==> src/rtl/stream_demux_1xn.sv <==
`default_nettype none
// ============================================================================
// Module   : stream_demux_1xn
// Brief    : Registered 1-to-N valid/ready stream demux with direct,
//            broadcast and round-robin routing plus a saturating drop counter.
// Revision : 1.0 - initial release
// ============================================================================
module stream_demux_1xn #(
    parameter int N_OUT  = 8,
    parameter int DATA_W = 8,
    parameter int SEL_W  = 4,
    parameter int CNT_W  = 8
) (
    input  logic                    clk,
    input  logic                    rst_n,
    input  logic [1:0]              mode,
    input  logic                    s_valid,
    output logic                    s_ready,
    input  logic [DATA_W-1:0]       s_data,
    input  logic [SEL_W-1:0]        s_sel,
    output logic [N_OUT-1:0]        m_valid,
    input  logic [N_OUT-1:0]        m_ready,
    output logic [N_OUT*DATA_W-1:0] m_data,
    output logic [SEL_W-1:0]        rr_ptr,
    output logic [CNT_W-1:0]        drop_cnt
);

    localparam logic [1:0]       c_mode_direct = 2'b00;
    localparam logic [1:0]       c_mode_bcast  = 2'b01;
    localparam logic [1:0]       c_mode_rr     = 2'b10;
    localparam logic [SEL_W:0]   c_n_out       = (SEL_W+1)'(N_OUT);
    localparam logic [SEL_W-1:0] c_rr_last     = SEL_W'(N_OUT - 1);
    localparam logic [CNT_W-1:0] c_cnt_max     = '1;

    logic [N_OUT-1:0]  w_free;
    logic [N_OUT-1:0]  w_sel_hot;
    logic [N_OUT-1:0]  w_rr_hot;
    logic [N_OUT-1:0]  w_target;
    logic [N_OUT-1:0]  w_load;
    logic              w_sel_ok;
    logic              w_drop;
    logic              w_accept;
    logic [N_OUT-1:0]  r_valid;
    logic [DATA_W-1:0] r_data [N_OUT];
    logic [SEL_W-1:0]  r_rr_ptr;
    logic [CNT_W-1:0]  r_drop_cnt;

    // A channel may be refilled in the same cycle its consumer drains it.
    assign w_free   = ~r_valid | m_ready;
    assign w_sel_ok = ({1'b0, s_sel} < c_n_out);

    generate
        for (genvar k = 0; k < N_OUT; k++) begin : g_decode
            assign w_sel_hot[k] = (s_sel == SEL_W'(k));
            assign w_rr_hot[k]  = (r_rr_ptr == SEL_W'(k));
        end
    endgenerate

    // s_ready is derived without s_valid so producers may wait on it.
    always_comb begin
        s_ready  = 1'b0;
        w_target = '0;
        w_drop   = 1'b0;
        case (mode)
            c_mode_direct: begin
                if (w_sel_ok) begin
                    s_ready  = |(w_sel_hot & w_free);
                    w_target = w_sel_hot;
                end else begin
                    s_ready = 1'b1;
                    w_drop  = 1'b1;
                end
            end
            c_mode_bcast: begin
                s_ready  = &w_free;
                w_target = '1;
            end
            c_mode_rr: begin
                s_ready  = |(w_rr_hot & w_free);
                w_target = w_rr_hot;
            end
            default: begin
                s_ready = 1'b0;
            end
        endcase
    end

    assign w_accept = s_valid & s_ready;
    assign w_load   = w_accept ? w_target : '0;

    generate
        for (genvar k = 0; k < N_OUT; k++) begin : g_chan
            always_ff @(posedge clk or negedge rst_n) begin
                if (!rst_n) begin
                    r_valid[k] <= 1'b0;
                    r_data[k]  <= '0;
                end else if (w_load[k]) begin
                    r_valid[k] <= 1'b1;
                    r_data[k]  <= s_data;
                end else if (m_ready[k]) begin
                    r_valid[k] <= 1'b0;
                end
            end
            assign m_data[k*DATA_W +: DATA_W] = r_data[k];
        end
    endgenerate

    always_ff @(posedge clk or negedge rst_n) begin
        if (!rst_n) begin
            r_rr_ptr <= '0;
        end else if (w_accept && (mode == c_mode_rr)) begin
            r_rr_ptr <= (r_rr_ptr == c_rr_last) ? '0 : r_rr_ptr + SEL_W'(1);
        end
    end

    always_ff @(posedge clk or negedge rst_n) begin
        if (!rst_n) begin
            r_drop_cnt <= '0;
        end else if (w_accept && w_drop && (r_drop_cnt != c_cnt_max)) begin
            r_drop_cnt <= r_drop_cnt + CNT_W'(1);
        end
    end

    assign m_valid  = r_valid;
    assign rr_ptr   = r_rr_ptr;
    assign drop_cnt = r_drop_cnt;

endmodule
`default_nettype wire

==> config.mk <==
export PLATFORM = sky130hd
export DESIGN_NAME = stream_demux_1xn
export DESIGN_NICKNAME = d
export VERILOG_FILES = /design/src/rtl/stream_demux_1xn.sv
export SDC_FILE = /design/constraint.sdc
export NUM_CORES = 1
export LEC_CHECK = 0
export ABC_AREA = 1
export BUFFER_PORTS_ARGS = -buffer_cell sky130_fd_sc_hd__buf_2
export CORE_ASPECT_RATIO = 1.4
export CORE_MARGIN = 2
export CORE_UTILIZATION = 50
export CTS_CLUSTER_SIZE = 14
export DETAILED_ROUTE_END_ITERATION = 8
export HOLD_SLACK_MARGIN = 0.08
export PLACE_DENSITY = 0.73
export SYNTH_ARGS = -nofsm -noshare
export SYNTH_HDL_FRONTEND = slang
export SYNTH_SLANG_ARGS = --single-unit
==> constraint.sdc <==
create_clock -name clk -period 1.8 [get_ports clk]
set_input_delay 0.36 -clock clk [delete_from_list [all_inputs] [get_ports clk]]
set_output_delay 0.36 -clock clk [all_outputs]
set_load 0.05 [all_outputs]
After elaboration in Yosys (flattened, before gate mapping)
Index checks and enable logic that the tools add are counted.
W data, S select, Z words.

word-level totals
  flip-flop bits (word level) = 84
  input bits = 25
  output and inout bits = 85
  word-level logic and storage cells = 84

operators by class
  add/subtract/negate cells = 2
  order comparisons = 1
  eq/ne operators = 17
  muxes and demuxes = 24
  bitwise logic cells = 5
  reductions and logical operators = 17

operators with widths
  operator               count
  $eq A4 B3 Y1 const B   8
  $pmux W8 S3            1
  $mux W1                19
  $and A8 B8 Y8          2
  $eq A4 B2 Y1 const B   4
  $mux W8                2
  $reduce_bool A2 Y1     8
  $reduce_or A8 Y1       2
  $add A8 B1 Y8 const B  1
  $eq A4 B1 Y1 const B   2
  $logic_not A4 Y1       2
  $ne A8 B8 Y1 const B   1
  $not A8 Y8             1
  $or A8 B8 Y8           1
  $reduce_and A8 Y1      1
  $add A4 B1 Y4 const B  1
  $lt A4 B4 Y1 const B   1
  $mux W4                1
  $logic_and A1 B1 Y1    3
  $pmux W1 S3            1
  $eq A2 B1 Y1 const B   1
  $eq A2 B2 Y1 const B   1
  $logic_not A2 Y1       1
  $and A1 B1 Y1          1

Depth between registers and ports, before layout
Gate-level depths: netlist of run 1.

  depth in word-level cells = 9
  mapped depth = 12
  depth with buffers taken out = 11

Least setup slack after synthesis of run 1
No wires, ideal clock.

  path kind = register to output
  start = register r_rr_ptr[0], in the netlist rr_ptr[0]
  end = output s_ready
  arrival time = 1777 ps
  required time = 1440 ps
  setup slack = -337 ps
  stages on the path, launching flop included = 10
  path buffers = 1
  cells stage by stage = dfrtp_1 -> inv_1 -> ha_1 -> nand3_1 -> nand2_1 -> nor2_1 -> nand2_1 -> nand2_1 -> nand3_2 -> buf_2

on the way
  longest elaborated chain between the ends = 4
  elaborated cells between the ends (all ways) = 11
  those cells by class = eq/ne (7); mux (1); bitwise (1); reduce/logical (2)

RTL lines
  what                                        RTL line  source
  start, declared                             45        logic [SEL_W-1:0] r_rr_ptr;
  start signal, assigned                      112       r_rr_ptr <= (r_rr_ptr == c_rr_last) ? '0 : r_rr_ptr + SEL_W'(1);
  $eq A4 B1 Y1, or another cell as far along  55        assign w_rr_hot[k] = (r_rr_ptr == SEL_W'(k));
  $and A8 B8 Y8 *                             79        s_ready = |(w_rr_hot & w_free);
  $reduce_or A8 Y1 *                          79
  $pmux W1 S3 *                               64        case (mode)
  end, declared                               18        output logic s_ready,

Mark *: on every way between the ends. The rest lies on a longest branch, timed or not.

Worst setup path after layout of run 1
  start = register r_rr_ptr[1], in the netlist rr_ptr[1]
  end = output s_ready

Same word-level chain as after synthesis.

==> results of run 1 <==
==> stage by stage <==
step / std cells / cell area (um2)
CTS: 730 / 5480
global route: 745 / 5790
floorplan: 494 / 4320
global placement: 708 / 5110
finish: 745 / 5790
detailed placement: 708 / 5110
==> worst min-delay path by stage <==
| stage | to |
|---|---|
| final | m_valid[0] |
| after global routing | m_data[17] |
| after CTS | m_valid[0] |
| after detailed placement | drop_cnt[1] |
| after global placement | m_data[46] |
| after floorplan | drop_cnt[0] |
==> Yosys cell counts, types with 2 or more instances <==
cell / number / share of area [%]
nand3_2: 6 / 1.4
nor2_1: 16 / 1.4
nand4_1: 70 / 10
buf_2: 8 / 0.95
nand3_1: 36 / 4.3
a21oi_1: 2 / 0.24
inv_2: 2 / 0.18
nand2_1: 186 / 17
o21ai_0: 3 / 0.36
clkbuf_1: 14 / 1.2
nor2_4: 4 / 1.1
nand4_4: 8 / 4.0
dfrtp_1: 84 / 50
xor2_1: 7 / 1.5
nor3_1: 2 / 0.24
inv_1: 27 / 2.4
ha_1: 5 / 1.5
buf_1: 2 / 0.18
==> state kept, by name (all words and copies together), names as in the netlist <==
register	flops
drop_cnt	8
m_valid	8
m_data	64
rr_ptr	4
==> logic make-up (layout without fill, tap and decap cells) <==
group | count (synthesis) | in the layout | share of synthesized area, %
AND/OR/NAND/NOR | 332 | 337 | 40.1
XOR/XNOR | 8 | 8 | 1.66
buffers and inverters | 57 | 201 | 5.66
adder cells (fa/ha/maj) | 5 | 5 | 1.48
flip-flops | 84 | 84 | 49.8
AO/OA/AOI/OAI | 8 | 8 | 1.30
==> worst max-delay path, delay by kind of cell (launching register included) <==
kind	cells	cell delay, ps
fa+ha+maj	1	150
buf+inv	2	240
flops	1	530
simple gates	6	460
==> final cells by class <==
cell class | count | area (um2) | share of cell area, %
sequential | 84 | 2120 | 36.6
multi-input combinational | 358 | 2050 | 35.4
timing repair buffer | 155 | 1070 | 18.5
clock buffer | 10 | 239 | 4.13
tap | 102 | 128 | 2.21
inverter | 30 | 123 | 2.12
clock inverter | 6 | 61.3 | 1.06
==> where the power goes <==
part | internal, mW | switching (mW) | total, mW
registers | 2.34 | 0.351 | 2.69
clock network | 1.11 | 0.760 | 1.87
logic | 0.881 | 2.54 | 3.42
==> what timing repair did <==
item	in CTS	in global routing
hold endpoints to repair	33	0
gates cloned	0	14
buffers inserted	5	2
pin swaps	8	12
hold buffers	1	0
gates resized for setup	4	18
setup endpoints to repair	68	77
==> cell usage in the layout, fill, tap and decap left out, types with 3 or more instances in the layout <==
cell type	synthesis	routed
nand2_1	186	184
buf_2	8	107
dfrtp_1	84	73
nand4_1	70	70
nand3_1	36	34
buf_4	1	33
inv_1	27	25
nor2_1	16	16
clkbuf_16	0	13
nand4_4	8	11
dfrtp_2	0	9
nand3_2	6	8
xor2_1	7	7
nor2_4	4	5
ha_4	0	4
buf_12	0	4
o21ai_0	3	3
clkinv_2	0	3
buf_8	0	3
==> metal layers <==
metal / global-route usage [%] / part of all wire [%] / vias to the layer above
met5: 0 / 0 / -
met1: 35.1 / 37 / 2121
li1: - / - / 1972
met2: 45.2 / 51 / 265
met3: 4.78 / 7.8 / 40
met4: 13.4 / 3.5 / 0
==> impl_metrics.yaml, run 1 <==
outcome:
  status: "complete, but fails checks"
  violations: "setup timing"
synthesis:
  postSynthCellCount: 494
  ys.warnings.count: 0
  synthDistinctLibCells: 30
  synth_edf_count: 0
  ys_ff_latch: 84
  synth.avg_cell_area_um2: 8.55
  yosysSeqAreaShare_pct: 49.8
  ys_async_sr_fraction_pct: 100
  syn-num-nets: 524
  yosys_most_used_dff: "dfrtp_1"
  synthesis.area_um2: 4220
floorplan:
  fp.dieH_um: 113
  core_area_um2: 8200
  die_area_um2: 9200
  die_w_um: 81.7
  initial_core_util_pct: 51.5
  rows: 39
  ios: 110
worst_setup_path:
  cp_common_cell: "nand2_1"
  path_cells: "inv_4 -> ha_4 -> nand3_1 -> nand2_1 -> nor2_1 -> nand2_1 -> nand2_1 -> nand3_2 -> buf_8"
  worst_setup_path_end_kind: "primary output"
  slowest_stage: "dfrtp_4"
  slowest_delay_ps: 530
  crit_type: "reg -> out"
  rr_startpoint: "rr_ptr[1]"
  ff2ff_path_depth: 12
  endpoint: "s_ready"
  start_kind: "register"
  r2r_slack_ps: -200
  crit_fanout: 4
  startpoint: "rr_ptr[1]"
  r2r-end: "m_data[46]"
  arrival_ps: 1730
  worstPathRequired_ps: 1440
global_routing:
  antenna_found_initial: 0
  first_global_vias: 4053
  grt-ovfl-total: 0
  grt_pass1_wl_mm: 19.4
  grt.total_usage_pct: 27.6
  grt_start_max_net_pins: 69
timing:
  setup_slack_ps: -292
  maxSlewHeadroom_pct: 69.1
  rsz0062_at_grt: "true"
  hold_slack_ps: 373
  setup_violations: 73
  worst_pin_slew_ps: 464
  hold_viol: 0
  fin_crit_ps: 2090
  period_share_pct: 116
  fin_setup_tns_ps: -9530
  clock.fmax_ghz: 0.478
  finalMaxSlewViolations: 0
  final.setup_skew_ps: 8.04
min_path:
  hold_path_class: "in -> reg"
  min-delay-start: "m_ready[0]"
  holdPathStages: 4
power_and_ir_drop:
  irDropWorstVdd_mv: 0.966
  powerDensity_nw_per_um2: 1380
  leakage_nw: 3.21
  total_power_mw: 7.98
drt:
  viasPerCell: 5.90
  wl_per_cell_um: 18.5
  firstDrtPassIters: 5
  finalWirelength_mm: 13.8
  drc: 0
  num_vias: 4398
  drt-initial-drc-count: 406
  ant_nets: 0
place:
  place.detailed.hpwl_mm: 8.67
  portBuffers: 109
  gp_congestion: 0.921
  dp_slack_ps: -85.3
finish:
  fin_util_pct: 70.6
  drive_above_1_share_pct: 34.4
  nFillCells: 638
  num_antenna_cells: 0
  area_delta_synth_final_pct: 37.1
  fin_nets: 668
clocking:
  worstSkewPairLatency_ps: 350
  path_clk_slew_ps: 60
  clock-sinks: 84
  cts_max_level: 3
  clock_path_buffers: 2
  cts_root_buffer: "clkbuf_16"
  cts_tree: "yes"
  cts_buffers: 9
flow_run:
  maxCapViolations: 0
No activity file was read; power rests on OpenSTA's default activity.
==> run 2: changes to the inputs <==
--- a/config.mk
+++ b/config.mk
@@ -7,7 +7,7 @@
 export LEC_CHECK = 0
 export ABC_AREA = 1
 export BUFFER_PORTS_ARGS = -buffer_cell sky130_fd_sc_hd__buf_2
-export CORE_ASPECT_RATIO = 1.4
+export CORE_ASPECT_RATIO = 0.6
 export CORE_MARGIN = 2
 export CORE_UTILIZATION = 50
 export CTS_CLUSTER_SIZE = 14
==> run 2 against run 1 <==
Global-route usage up 0.32 points. Sequential cell count unchanged. Clock skew down 2.2 ps. First-iteration DRC count up 24%. Sequential power about the same. Combinational power down 4%. The run still ends with setup timing left. Setup slack better by 54 ps. Worst hold slack worse by 11 ps. Final cell count down 1.2%. Largest power group unchanged. Register-to-register slack better by 110 ps.
==> impl_metrics.yaml, run 2 (synthesized netlist as in run 1, its figures left out) <==
timing:
  setup_slack_ps: -238
  rsz0062_at_grt: "true"
  finalMaxSlewViolations: 0
  worst_pin_slew_ps: 399
  final.setup_skew_ps: 5.88
  maxSlewHeadroom_pct: 73.4
  hold_viol: 0
  setup_violations: 63
  fin_crit_ps: 2040
  period_share_pct: 113
  fin_setup_tns_ps: -1910
  clock.fmax_ghz: 0.491
clocking:
  cts_buffers: 9
  cts_tree: "yes"
  clock-sinks: 84
  path_clk_slew_ps: 60
  cts_root_buffer: "clkbuf_16"
  worstSkewPairLatency_ps: 350
  cts_max_level: 3
  clock_path_buffers: 2
place:
  dp.cells: 714
  portBuffers: 109
  dpl_cell_area_um2: 5120
  dp_slack_ps: -92.5
  gp_congestion: 0.874
  place.detailed.hpwl_mm: 8.70
finish:
  final_common_cell: "nand2_1"
  stdcell_count: 736
  num_antenna_cells: 0
  drive_above_1_share_pct: 33.0
  stdcell_area_um2: 5540
  area_delta_synth_final_pct: 31.1
  final_cell_mix: "nand2_1, buf_2, dfrtp_1, nand4_1, nand3_1"
  fin_nets: 653
  largest_reg_flops: 64
power_and_ir_drop:
  leakage_nw: 3.09
  powerDensity_nw_per_um2: 1400
  irDropWorstVdd_mv: 0.857
floorplan:
  die_area_um2: 9220
  ios: 110
  rows: 25
  core_area_um2: 8040
  initial_core_util_pct: 52.5
  fp.dieH_um: 75.2
  die_w_um: 123
global_routing:
  first_global_vias: 3759
  grt_pass1_wl_mm: 19.4
  grt_start_max_net_pins: 78
  grt-ovfl-total: 0
  grt.total_usage_pct: 28.0
  antenna_found_initial: 0
outcome:
  status: "complete, but fails checks"
  violations: "setup timing"
worst_setup_path:
  crit_fanout: 4
  arrival_ps: 1680
  crit_buf_inv: 1
  start_kind: "register"
  slowest_delay_ps: 520
  path_cells: "ha_4 -> nand3_1 -> nand2_1 -> nor2_1 -> nand2_1 -> nand2_1 -> nand3_2 -> buf_8"
  cp_common_cell: "nand2_1"
  crit_family: "flip-flops"
  worst_setup_path_end_kind: "primary output"
  worstPathRequired_ps: 1440
  crit_type: "reg -> out"
  slowest_stage: "dfrtp_4"
  r2r_slack_ps: -90
drt:
  ant_nets: 0
  firstDrtPassIters: 5
  num_vias: 4174
  viasPerCell: 5.67
  drt-initial-drc-count: 503
  finalWirelength_mm: 12.6
  wl_per_cell_um: 17.1
  drc: 0
flow_run:
  maxCapViolations: 0
min_path:
  hold_path_class: "in -> reg"
-- run 2: power by group --
part | internal, mW | leakage (nW) | switching [mW]
Sequential | 2.34 | 1.07 | 0.339
Combinational | 0.803 | 1.88 | 2.47
Clock | 1.07 | 0.139 | 0.739
Total | 4.21 | 3.09 | 3.55
-- run 2: timing repair --
item	in CTS	in global routing
setup buffers	2	1
pin swaps	8	9
gates resized for setup	7	6
endpoints found under the setup margin	55	81
hold endpoints to repair	28	0
hold buffers	1	0
cloned	1	1
-- run 2: through the flow --
step           hold slack, ps  power [mW]  utilization (%)
6_report                  361        7.76             68.9
5_1_grt                   371        8.10             68.9
2_1_floorplan            64.4        4.98                -
4_1_cts                   356        7.74             68.2
3_3_place_gp              313        5.81             63.7
3_5_place_dp              312        5.88             63.7
-- run 2: path summary, 6_finish.rpt --
check | to | startpoint | cells after the start
setup / recovery | s_ready | rr_ptr[0] | 8
hold / removal | m_valid[0] | m_ready[0] | 4
setup reg to reg | m_data[33] | rr_ptr[1] | 12
hold reg to reg | m_data[24] | m_data[24] | 2
max in group asynchronous | m_valid[3] | rst_n | 3
min in group asynchronous | m_data[58] | rst_n | 2
-- run 2: metal layers --
| metal | vias up | routed length (um) | track usage (%) |
|---|---|---|---|
| li1 | 1925 | - | - |
| met1 | 2008 | 5820 | 41.8 |
| met2 | 217 | 5400 | 39.8 |
| met3 | 24 | 1240 | 8.64 |
| met4 | 0 | 141 | 6.77 |
| met5 | - | 0 | 0 |
-- run 2: cell type report --
class                   instances  area, um2
clock inverters                 5       52.6
multi-input cells             353       1960
clock buffers                  11        233
inverters                      30        120
well taps                     108        135
fillers                       629       2500
repair buffers                145        913
flip-flops and latches         84       2120
-- run 2: worst register-to-register path: cells and delay by family (launching register included) --
family                     cells  cell delay [ps]
and+or+nand+nor                8              660
DFF                            1              520
buffers and inverters          3              490
adders and majority gates      1              150
